--- config.mk ---
export PLATFORM = sky130hd
export DESIGN_NAME = nano4k_flash_scheduler
export DESIGN_NICKNAME = d
export VERILOG_FILES = /design/src/rtl/nano4k_flash_scheduler.sv
export SDC_FILE = /design/constraint.sdc
export NUM_CORES = 1
export LEC_CHECK = 0
export ABC_AREA = 1
export CORE_ASPECT_RATIO = 0.8
export CORE_MARGIN = 2
export CORE_UTILIZATION = 54
export CTS_BUF_LIST = sky130_fd_sc_hd__clkbuf_16
export DETAILED_ROUTE_END_ITERATION = 6
export DONT_BUFFER_PORTS = 1
export PLACE_DENSITY = 0.79
export SYNTH_ARGS = -nofsm -noshare
export SYNTH_HDL_FRONTEND = slang
export SYNTH_SLANG_ARGS = --single-unit
--- constraint.sdc ---
create_clock -name interfaceClk -period 2.2 [get_ports interfaceClk]
set_input_delay 0.22 -clock interfaceClk [delete_from_list [all_inputs] [get_ports interfaceClk]]
set_output_delay 0.22 -clock interfaceClk [all_outputs]
set_load 0.005 [all_outputs]
--- src/rtl/nano4k_flash_scheduler.sv ---
// nano4k_flash_scheduler: flash reset sequence plus round-robin READ/WREN+PP sequencing for two clients
module nano4k_flash_scheduler #(
  parameter int CMD_HOLD = 32,
  parameter int CS_GAP = 4,
  parameter int RST_WAIT = 64
) (
  input  logic        interfaceClk,
  input  logic        reset,
  input  logic        req0Valid,
  input  logic [21:0] req0Addr,
  input  logic [8:0]  req0Len,
  output logic        req0Ready,
  output logic [7:0]  req0Data,
  output logic        req0DataValid,
  input  logic        req1Valid,
  input  logic        req1Write,
  input  logic [21:0] req1Addr,
  input  logic [8:0]  req1Len,
  output logic        req1Ready,
  input  logic [7:0]  req1WrData,
  output logic        req1WrTake,
  output logic [7:0]  req1Data,
  output logic        req1DataValid,
  output logic        req1Error,
  output logic        done,
  output logic        busy,
  output logic        initDone,
  output logic        flashEnable_n,
  output logic [7:0]  flashCmd,
  output logic [21:0] flashAddr,
  output logic [7:0]  flashWrData,
  input  logic [7:0]  flashRdData,
  input  logic        flashRdValid,
  input  logic        flashWrReady
);
  localparam logic [3:0] INIT_RSTEN = 4'd0, INIT_RST = 4'd1, INIT_WAIT = 4'd2, IDLE = 4'd3,
                         GAP = 4'd4, RD = 4'd5, WREN = 4'd6, WR = 4'd7, ZERO = 4'd8;
  localparam logic [15:0] HOLD_LAST = 16'(CMD_HOLD - 1);
  localparam logic [15:0] GAP_LAST = 16'(CS_GAP - 1);
  localparam logic [15:0] WAIT_LAST = 16'(RST_WAIT - 1);
  logic [3:0] state, gapNext;
  logic [15:0] tmr;
  logic [8:0] byteCnt, lenQ, selLen;
  logic [21:0] selAddr;
  logic [2:0] hdrCnt;
  logic portQ, rrPort, pick, isWrite, badWrite, lastByte;
  always_comb begin
    pick = req0Valid && req1Valid ? rrPort : req1Valid;
    selLen = pick ? req1Len : req0Len;
    selAddr = pick ? req1Addr : req0Addr;
    isWrite = pick && req1Write;
    badWrite = isWrite && (10'(req1Addr[7:0]) + 10'(req1Len) > 10'd256);
    lastByte = byteCnt + 9'd1 == lenQ;
  end
  assign busy = initDone && state != IDLE;
  assign flashWrData = state == WR ? req1WrData : 8'h00;
  // header strobes (opcode + 3 address bytes) never consume client data
  assign req1WrTake = state == WR && flashWrReady && hdrCnt == 3'd4;
  always_ff @(posedge interfaceClk) begin
    if (reset) begin
      state <= INIT_RSTEN;
      gapNext <= INIT_RST;
      tmr <= '0;
      byteCnt <= '0;
      lenQ <= '0;
      hdrCnt <= '0;
      portQ <= 1'b0;
      rrPort <= 1'b0;
      initDone <= 1'b0;
      flashEnable_n <= 1'b1;
      flashCmd <= 8'h00;
      flashAddr <= '0;
      req0Ready <= 1'b0;
      req1Ready <= 1'b0;
      req1Error <= 1'b0;
      done <= 1'b0;
      req0Data <= 8'h00;
      req1Data <= 8'h00;
      req0DataValid <= 1'b0;
      req1DataValid <= 1'b0;
    end else begin
      req0Ready <= 1'b0;
      req1Ready <= 1'b0;
      req1Error <= 1'b0;
      done <= 1'b0;
      req0DataValid <= 1'b0;
      req1DataValid <= 1'b0;
      case (state)
        INIT_RSTEN, INIT_RST, WREN: begin
          // only the first cycle out of reset arrives here with chip select still high
          if (flashEnable_n) begin
            flashEnable_n <= 1'b0;
            flashCmd <= 8'h66;
          end else if (tmr == HOLD_LAST) begin
            tmr <= '0;
            flashEnable_n <= 1'b1;
            gapNext <= state == INIT_RSTEN ? INIT_RST : state == INIT_RST ? INIT_WAIT : WR;
            state <= GAP;
          end else tmr <= tmr + 16'd1;
        end
        GAP: begin
          if (tmr == GAP_LAST) begin
            tmr <= '0;
            state <= gapNext;
            // drop chip select on the exit edge so the gap is exactly CS_GAP cycles
            if (gapNext == INIT_RST || gapNext == WR) begin
              flashEnable_n <= 1'b0;
              flashCmd <= gapNext == WR ? 8'h02 : 8'h99;
            end
          end else tmr <= tmr + 16'd1;
        end
        INIT_WAIT: begin
          if (tmr == WAIT_LAST) begin
            tmr <= '0;
            initDone <= 1'b1;
            state <= IDLE;
          end else tmr <= tmr + 16'd1;
        end
        IDLE: begin
          if (req0Valid || req1Valid) begin
            rrPort <= ~pick;
            if (badWrite) req1Error <= 1'b1;
            else begin
              req0Ready <= ~pick;
              req1Ready <= pick;
              portQ <= pick;
              lenQ <= selLen;
              flashAddr <= selAddr;
              byteCnt <= '0;
              hdrCnt <= '0;
              if (selLen == 9'd0) state <= ZERO;
              else begin
                flashEnable_n <= 1'b0;
                flashCmd <= isWrite ? 8'h06 : 8'h03;
                state <= isWrite ? WREN : RD;
              end
            end
          end
        end
        ZERO: begin
          done <= 1'b1;
          state <= IDLE;
        end
        RD: begin
          if (flashRdValid) begin
            byteCnt <= byteCnt + 9'd1;
            if (portQ) begin
              req1Data <= flashRdData;
              req1DataValid <= 1'b1;
            end else begin
              req0Data <= flashRdData;
              req0DataValid <= 1'b1;
            end
            if (lastByte) begin
              flashEnable_n <= 1'b1;
              done <= 1'b1;
              gapNext <= IDLE;
              state <= GAP;
            end
          end
        end
        WR: begin
          if (flashWrReady) begin
            if (hdrCnt != 3'd4) hdrCnt <= hdrCnt + 3'd1;
            else begin
              byteCnt <= byteCnt + 9'd1;
              if (lastByte) begin
                flashEnable_n <= 1'b1;
                done <= 1'b1;
                gapNext <= IDLE;
                state <= GAP;
              end
            end
          end
        end
        default: state <= INIT_RSTEN;
      endcase
    end
  end
endmodule

* Word-level counts from Yosys, hierarchy flattened
Cells that the tools add are included.
** Storage, ports and cells
- Word-level logic and storage cells :: 165
- Input bits :: 85
- Register bits after elaboration :: 101
** Cells by class
- Equal/unequal tests :: 30
- Bitwise operators :: 7
- Reduce and logical (&&, ||, !) cells :: 32
- Multiplexer cells :: 71
- $add $sub $neg :: 4
- Order comparisons :: 1
** Operators by type and width (count)
- 2-to-1 mux 4 bit :: 17
- 2-to-1 mux 16 bit :: 4
- 2-to-1 mux 8 bit :: 8
- 2-to-1 mux 9 bit :: 6
- one-hot mux 16 bit (3 select lines) :: 1
- one-hot mux 4 bit (7 select lines) :: 1
- one-hot mux 9 bit (3 select lines) :: 1
- inequality test 2 bit, second input constant :: 12
- one-hot mux 8 bit (3 select lines) :: 1
- 2-to-1 mux 22 bit :: 1
- 2-to-1 mux 3 bit :: 7
- equality test 4 x 3 -> 1 bit, second input constant :: 5
- 2-to-1 mux 1 bit :: 19
- AND reduction 9 bit :: 2
- adder 16 x 1 -> 16 bit, second input constant :: 1
- equality test 16 x 2 -> 1 bit, second input constant :: 1
- equality test 16 x 5 -> 1 bit, second input constant :: 1
- equality test 16 x 6 -> 1 bit, second input constant :: 1
- one-hot mux 4 bit (3 select lines) :: 1
- AND reduction 6 bit :: 2
- nonzero test 3 bit :: 4
- adder 8 x 9 -> 10 bit :: 1
- greater-than comparator 10 x 9 -> 1 bit, second input constant :: 1
- adder 9 x 1 -> 9 bit, second input constant :: 1
- other kinds (26) :: 46

* Logic depth before layout (Yosys ltp)
- Depth in word-level cells :: 8
- Mapped depth :: 19
- Mapped depth without buffers :: 18

* Least setup slack after synthesis
OpenSTA, ideal clock, no wires.
- Kind :: input to register
- Start :: input port req1Addr[0]
- End :: register lenQ[7]
- Slack :: 0.116 ns
- Buffers on the path :: 2
- Stages :: 17
- Arrival time :: 1.968 ns
- Data required time :: 2.084 ns
- Setup time :: 0.116 ns
- Path through :: ha_1 inv_1 fa_1 inv_1 nand3_1 nand2_1 nand2_1 nand3b_1 nand2_1 nor2_1 nand3_2 nand3_2 nand2_2 buf_6 buf_6 o21ai_0 nor2_1
** On the way
- Word-level cells in the longest chain between the ends :: 5
** Ends and longest elaborated chain
- from (decl) :: line 17 : input logic [21:0] req1Addr,
- adder 8 x 9 -> 10 bit :: line 52 : badWrite = isWrite && (10'(req1Addr[7:0]) + 10'(req1Len) > 10'd256);
- greater-than comparator 10 x 9 -> 1 bit :: line 52
- logical AND 1 bit :: line 52
- inverter 1 bit (no line)
- AND reduction 3 bit (no line)
- to (signal assigned) :: line 127 : lenQ <= selLen;
- to (decl) :: line 43 : logic [8:0] byteCnt, lenQ, selLen;
No other way between the ends.
A chain may end at the register's enable or synchronous reset.

* Worst setup path after layout
- Start :: register rrPort
- End :: register flashCmd[2]
** On the way
- Word-level cells in the longest chain between the ends :: 7
- Elaborated cells on any way between the ends :: 13
- Those cells by class :: eq/ne: 2; mux: 7; reduce/logical: 4
** Ends and longest elaborated chain
- from (decl) :: line 46 : logic portQ, rrPort, pick, isWrite, badWrite, lastByte;
- from (signal assigned) :: line 121 : rrPort <= ~pick;
- 2-to-1 mux 1 bit * :: line 48 : pick = req0Valid && req1Valid ? rrPort : req1Valid;
- logical AND 1 bit :: line 51 : isWrite = pick && req1Write;
- 2-to-1 mux 3 bit :: line 134 : flashCmd <= isWrite ? 8'h06 : 8'h03;
- 2-to-1 mux 8 bit :: line 131 : if (selLen == 9'd0) state <= ZERO;
- 2-to-1 mux 8 bit :: line 122 : if (badWrite) req1Error <= 1'b1;
- 2-to-1 mux 8 bit :: line 120 : if (req0Valid || req1Valid) begin
- one-hot mux 8 bit (3 select lines) :: line 88 : case (state)
- to (signal assigned) :: line 108 : flashCmd <= gapNext == WR ? 8'h02 : 8'h99;
- to (signal assigned) :: line 134
- to (decl) :: line 29 : output logic [7:0] flashCmd,
Mark *: on every way between the ends. The rest lies on a longest branch, timed or not. The select of a mux whose other input is x is not followed.

==> results.py <==
metrics = {
    "run_status": {
        "status": "finished clean",
    },
    "placement": {
        "place_hpwl_mm": 10.5,
        "post-place-ws_ns": -0.0576,
        "placedInstanceArea_sq_um": 5870,
        "gp_congestion": 0.913,
        "dp.cells": 1000,
        "io_buffers": 0,
    },
    "global_route": {
        "met1_usage_pct": 34.8,
        "grtUsageTotal_pct": 24.9,
        "antenna_found_initial": 0,
        "grt_use_met3_pct": 6.69,
        "grt_pass1_vias": 4741,
        "grt_first_pass_wirelength_mm": 22.8,
        "grtUsageMet2_pct": 39.1,
        "grt_overflow": 0,
        "grt-busiest-layer": "met2",
        "grt_max_degree": 54,
    },
    "yosys": {
        "syn_inst": 868,
        "synth-seq-cells": 97,
        "syn_nets": 966,
        "synth_edf_count": 0,
        "syn_avg_cell_area_sq_um": 6.56,
        "syn-cell-area_sq_um": 5690,
        "ys_types": 44,
        "ys_warn_count": 0,
        "async_flop_share_pct": 0,
        "synth_ff_type": "dfxtp_1",
        "yosysSeqAreaShare_pct": 34.1,
    },
    "sta": {
        "clock_skew_ns": 0.00831,
        "tightest_slew_ns": 0.551,
        "setup_viol": 0,
        "final_hold_viol_count": 0,
        "min_period_ns": 2.06,
        "report.final.slew_viol_count": 0,
        "max_freq_ghz": 0.486,
        "rsz0062_at_grt": "yes",
        "slew_headroom_pct": 63.3,
        "fin_ws_ns": 0.143,
        "period_share_pct": 93.5,
    },
    "clock_tree": {
        "cts_root_buf": "clkbuf_16",
        "cts_tree": "yes",
        "cts_htree_levels": 3,
        "cts_sinks": 97,
        "clkTransAtPathRegs_ns": 0.06,
        "clockBufferDepth": 2,
        "clk_latency_ns": 0.35,
        "numCtsBuffers": 9,
    },
    "final_layout": {
        "utilization_pct": 60.6,
        "fin_cells": 1018,
        "final_common_cell": "nand2_1",
        "antennaDiodeCount": 0,
        "final_nets": 972,
        "drive_above_1_share_pct": 9.91,
        "layout_common_cells": "226 x nand2_1, 116 x inv_1, 107 x nor2_1",
        "fin_area_sq_um": 6210,
        "area_growth_pct": 9.01,
    },
    "floorplanning": {
        "dieArea_sq_um": 11400,
        "die_w_um": 119,
        "initial_core_util_pct": 55.6,
        "core_area_sq_um": 10200,
        "row_count": 33,
        "die_y_um": 95.8,
        "io_pins": 149,
    },
    "min_path": {
        "hold_path_class": "input port to register",
        "hold_start": "flashRdData[5]",
    },
    "drt": {
        "postRouteAntennaNets": 0,
        "drt-initial-drc-count": 394,
        "viasPerCell": 5.28,
        "drc": 0,
        "vias": 5373,
        "wirelength_mm": 14.1,
        "wl_per_cell_um": 13.8,
        "drt-pass1-iter-count": 6,
    },
    "critical_path": {
        "crit_arrival_ns": 2.30,
        "startpoint": "rrPort$_SDFFE_PP0P_",
        "path_class": "register to register",
        "rrSetupSlack_ns": 0.14,
        "crit_required_ns": 2.44,
        "worst_r2r_startpoint": "rrPort$_SDFFE_PP0P_",
        "worstSetupStartpointType": "register",
        "crit_path_end_kind": "register",
        "worstPathMaxFanout": 23,
    },
    "power_and_ir_drop": {
        "vdd_drop_max_mv": 0.452,
        "leakage_nw": 2.84,
        "pwr_density_cell_nw_per_um2": 770,
    },
    "run": {
        "drv_cap": 0,
    },
}
[cell usage after synthesis (5+ instances only)]
cell	n	area (sq um)
nor2_2	7	43.8
inv_1	113	424
buf_6	5	56.3
nor2_1	110	413
inv_2	9	33.8
nand3_1	61	305
mux2i_1	21	210
a21oi_1	57	285
dfxtp_1	97	1940
nor3_1	21	105
buf_2	6	30.0
nand3_2	5	50.1
o21ai_0	31	155
nand4_1	10	62.6
ha_1	12	150
clkbuf_1	9	33.8
a21oi_2	15	131
buf_4	6	45.0
nand3b_1	5	37.5
nand2_1	229	860
[area by class of cell]
| cell class | count | area, sq um |
|---|---|---|
| Sequential cell | 97 | 1940 |
| Inverter | 124 | 465 |
| Clock inverter | 6 | 53.8 |
| Tap cell | 140 | 175 |
| Fill cell | 1011 | 4030 |
| Clock buffer | 9 | 225 |
| Multi-Input combinational cell | 619 | 3120 |
| Timing Repair Buffer | 23 | 220 |
[cell families after synthesis]
| kind of cell | Yosys count | share of synthesized area (%) |
|---|---|---|
| adder cells (fa/ha/maj) | 13 | 2.99 |
| flip-flops | 97 | 34.1 |
| multiplexers | 21 | 3.69 |
| XOR/XNOR | 5 | 0.769 |
| AO/OA/AOI/OAI | 117 | 12.1 |
| buffers and inverters | 152 | 11.3 |
| AND/OR/NAND/NOR | 463 | 35.0 |
[worst max-delay path, stage by stage, from the launching register on]
cell	delay (ns)
dfxtp_1	0.30
inv_1	0.10
nand2_1	0.06
nand2_1	0.12
buf_12	0.18
nand2_1	0.06
o21ai_0	0.08
buf_4	0.15
nand2_1	0.06
nor2_2	0.15
nand4_1	0.15
nand2_2	0.15
nor2_4	0.06
nand2_1	0.14
nand2_1	0.07
nand2_1	0.07
nor2_1	0.04
[stage by stage]
step	total power [mW]	hold slack (ns)	TNS, ns
detailed placement	3.25	0.300	-0.401
global placement	3.23	0.300	-0.00825
finish	4.78	0.0396	0
CTS	4.78	0.0282	0
global route	5.04	0.0509	-0.00538
floorplan	2.98	0.388	0
[final timing paths]
kind                              endpoint  depth (start not counted)
setup / recovery  flashCmd[2]$_SDFFE_PP0P_                         16
hold / removal    req1Data[5]$_SDFFE_PP0P_                          2
setup reg to reg  flashCmd[2]$_SDFFE_PP0P_                         16
hold reg to reg   req0Data[6]$_SDFFE_PP0P_                          2
[where the power goes]
part	total (mW)	internal [mW]	switching, mW
clock network	1.51	0.860	0.647
logic	1.22	0.433	0.791
registers	2.05	1.90	0.149
total	4.78	3.19	1.59
[sequential cells by signal, indices dropped and copies added, names as in the netlist, 3 cells and up]
signal     cells
byteCnt        9
flashAddr     22
flashCmd       5
gapNext        3
hdrCnt         3
lenQ           9
req0Data       8
req1Data       8
state          4
tmr           16
[metal layers]
layer  part of all wire (%)  vias to the layer above  wire (um)
met4                   0.72                        0        102
met2                     45                      204       6350
li1                       -                     2770          -
met5                      0                        -          0
met1                     46                     2385       6540
met3                    7.8                       14       1100
[what timing repair did]
item | in CTS | in global routing
buffers inserted | 0 | 1
hold buffers | 2 | 0
resized for setup | 0 | 9
endpoints found under the setup margin | 0 | 12
endpoints found under the hold margin | 35 | 0
No activity file was read; power rests on OpenSTA's default activity.
==> variant 1: new RTL, same settings <==
Make the reset (`reset`) asynchronous in one clocked block.
--- a/src/rtl/nano4k_flash_scheduler.sv
+++ b/src/rtl/nano4k_flash_scheduler.sv
@@ -57,5 +57,5 @@
   // header strobes (opcode + 3 address bytes) never consume client data
   assign req1WrTake = state == WR && flashWrReady && hdrCnt == 3'd4;
-  always_ff @(posedge interfaceClk) begin
+  always_ff @(posedge interfaceClk or posedge reset) begin
     if (reset) begin
       state <= INIT_RSTEN;
Function: differs if reset is asserted again (counterexample within 4 cycles, from zero or initial values and one cycle with reset high); with reset held inactive, the same outputs for 10 cycles.
==> variant 1 against the original RTL <==
Setup slack worse by 0.012 ns; final area up 3.5%; clock skew down 0.0028 ns; synthesized area grew 2.8%; first-iteration DRC count fell by 20%; sequential cell count stayed put; critical endpoint is now state[0]; wire length is 3.5% lower; highest routed layer unchanged.
Power is not compared: it rests on default switching activity, and its combinational part moved more than twofold at a synthesized area within 25%.
==> variant 1: results <==
[detailed_routing]
dr.pass1.iters = 5
via_count = 5192
drt_iter0_markers = 315
wl_per_cell_um = 13.54

[final_layout]
inv_count = 114
drive_gt1_share_pct = 9.144
multi_input_gates = 615
fin_cells = 1004
buf_share_pct = 3.389
nNonClkBuffers = 22
nets = 957
clk_share_pct = 4.324
multi_input_area_um2 = 2892

[synth]
synthTopCellsByArea = "dfrtp_1 41%, nand2_1 22%, inv_1 6.9%"
avgSynthCellArea_um2 = 6.904
synth_common_cells = "338 x nand2_1, 108 x inv_1, 95 x dfrtp_1, 66 x nor2_1, 64 x nand3_1"
ys_types = 41
syn-num-nets = 946
async_flop_share_pct = 100.0

[outcome]
status = "complete, no violations"

[worst_setup_path]
slowest_delay_ns = 0.39
cp_max_fo = 4
crit_slowest_cell = "dfrtp_1"
worstRegToRegCells = 11
crit_start = "byteCnt[0]"
crit_end = "state[0]"

[timing]
fmax_ghz = 0.4835
clock_skew_ns = 0.005501
tightest_slew_ns = 0.5587
hold_slack_ns = 0.02285

[global_routing]
grtUsageTotal_pct = 24.25

[place]
place_hpwl_um = 10350
place_area_um2 = 6088
## variant 1: changes by cell type in the layout (fill, tap and decap cells not counted), moves of 16 or more
cell	delta
dfrtp_1	+95
nand2_1	+109
dfxtp_1	-97
mux2i_1	-21
a21oi_1	-41
o21ai_0	+16
nor2_1	-46
## variant 1: what timing repair did
| action | CTS | global route |
|---|---|---|
| hold endpoints to repair | 23 | 0 |
| buffers inserted | 0 | 2 |
| setup endpoints to repair | 0 | 13 |
| gates resized for setup | 0 | 11 |
| hold buffers | 1 | 0 |
## variant 1: kinds of logic after synthesis
kind of cell    Yosys count  synth area share (%)
simple gates            515                 37.40
xor+xnor                  7                 1.047
fa+ha+maj                13                 2.907
buf+inv                 136                 9.660
compound gates           80                 7.481
flops                    97                 41.50
## variant 1: per-layer routing
metal	vias to the layer above	global-route usage (%)	share of wire (%)
met5	-	0	0
met4	0	7.603	1.4
met3	17	7.042	8.7
met2	199	34.33	42
met1	2323	35.86	48
li1	2653	-	-
==> variant 2: new RTL, same settings <==
Made on the original files. Set the parameter `RST_WAIT` to 32 (it was 64).
--- a/src/rtl/nano4k_flash_scheduler.sv
+++ b/src/rtl/nano4k_flash_scheduler.sv
@@ -3,5 +3,5 @@
   parameter int CMD_HOLD = 32,
   parameter int CS_GAP = 4,
-  parameter int RST_WAIT = 64
+  parameter int RST_WAIT = 32
 ) (
   input  logic        interfaceClk,
Formal check against the unedited RTL: no difference found for any inputs over 10 cycles, from zero or initial values and one cycle with reset high; that may be too few to reach the edited logic, so the function may still have changed.
==> variant 2 against the original RTL <==
Total power rose by 7.1%; synthesized area up 1.5%; fmax increased by 2.8%; sequential cell count unchanged; critical path type unchanged; setup slack better by 0.056 ns; clock skew decreased by 0.0010 ns; wire length down 1.8%; critical path depth is 2 lower; clock power up 8%; core utilization grew 0.76 points; critical endpoint is now flashEnable_n; largest power group unchanged; final area is 2.1% higher.
==> variant 2: results <==
[final_layout]
buf_share_pct = 3.160
seq_share_pct = 30.65
inv_count = 125
num-fill-cells = 966
multi_input_gates = 620
drive_gt1_share_pct = 11.62
reg_top3 = "flashAddr: 22 flops, tmr: 16 flops"
clk_share_pct = 4.918
nets = 971
nNonClkBuffers = 20
multi_input_area_share_pct = 51.10
final_core_utilization_pct = 61.37
antenna_cells = 0

[detailed_routing]
routed_wl_um = 13830
via_count = 5262
viasPerCell = 5.169
dr.pass1.iters = 4
drt_iter0_markers = 230

[worst_setup_path]
r2r_end = "flashEnable_n"
cp_max_fo = 12
crit_family = "simple AND/OR/NAND/NOR gates"
r2r_slack_ns = 0.20
crit_slowest_cell = "dfxtp_1"
worstRegToRegCells = 14
arrival_ns = 2.20

[place]
place.gp.congestion = 0.9459
dp_slack_ns = -0.06420
place_hpwl_um = 10730
place_area_um2 = 5974

[timing]
clock_skew_ns = 0.007282
slew_headroom_pct = 59.32
hold_slack_ns = 0.01934

[global_routing]
grt_pass1_wl_um = 22090
grt_pass1_vias = 4700
grtUsageTotal_pct = 24.06
grt_max_degree = 33

[pwr]
p_leak_uw = 0.002969
peakVddDrop_mv = 0.5920
switching_share_pct = 33.95

[clock_tree]
cts_buffers = 9
hold_buffers = 1
clk_pin_slew_ns = 0.06
htree_levels = 3
cts_buffer_depth = 2
clockRootBuffer = "clkbuf_16"

[synth]
synthTopCellsByArea = "dfxtp_1 34%, nand2_1 15%, nor2_1 7.8%"
avgSynthCellArea_um2 = 6.672
synth.area.mux_share_pct = 3.638
synth_compound_area_share_pct = 11.02
syn-num-nets = 964
synth_common_cells = "233 x nand2_1, 120 x nor2_1, 113 x inv_1, 97 x dfxtp_1, 57 x nand3_1"
synthAdderAreaFrac_pct = 2.945
synth-xor-area-share_pct = 0.9095
yosysSeqAreaShare_pct = 33.61
ys_types = 45

[hold_path]
hp-start = "flashRdData[3]"
worstHoldEndpoint = "req0Data[3]"

[outcome]
status = "complete, no violations"
[variant 2: routing by layer]
layer,global-route usage (%),routed length [µm]
met1,31.09,6316
met2,38.90,6123
met3,7.336,1167
met4,7.647,221
met5,0,0
[variant 2: worst max-delay path by stage]
stage	start	to	slack, ns	cells after the start
2_1_floorplan	req1Addr[0]	flashAddr[1]	0.09	17
3_3_place_gp	req1Addr[0]	hdrCnt[2]	-0.03	17
5_1_grt	tmr[0]	tmr[14]	0.02	8
3_5_place_dp	req1Addr[0]	hdrCnt[0]	-0.06	17
4_1_cts	tmr[0]	state[2]	0.17	11
6_report	rrPort	flashEnable_n	0.20	14
[variant 2: power groups by stage]
stage	clock network [µW]	registers, µW	logic, µW
floorplan	0	2030	1160
global placement	0	2080	1370
detailed placement	0	2080	1390
CTS	1660	2040	1420
global route	1730	2060	1630
finish	1630	2040	1450
[variant 2: worst reg2reg max path, delay by kind of cell (launching register included)]
family                 cells  cell delay (ns)
and+or+nand+nor           12             1.37
DFF                        1             0.30
buffers and inverters      2             0.19
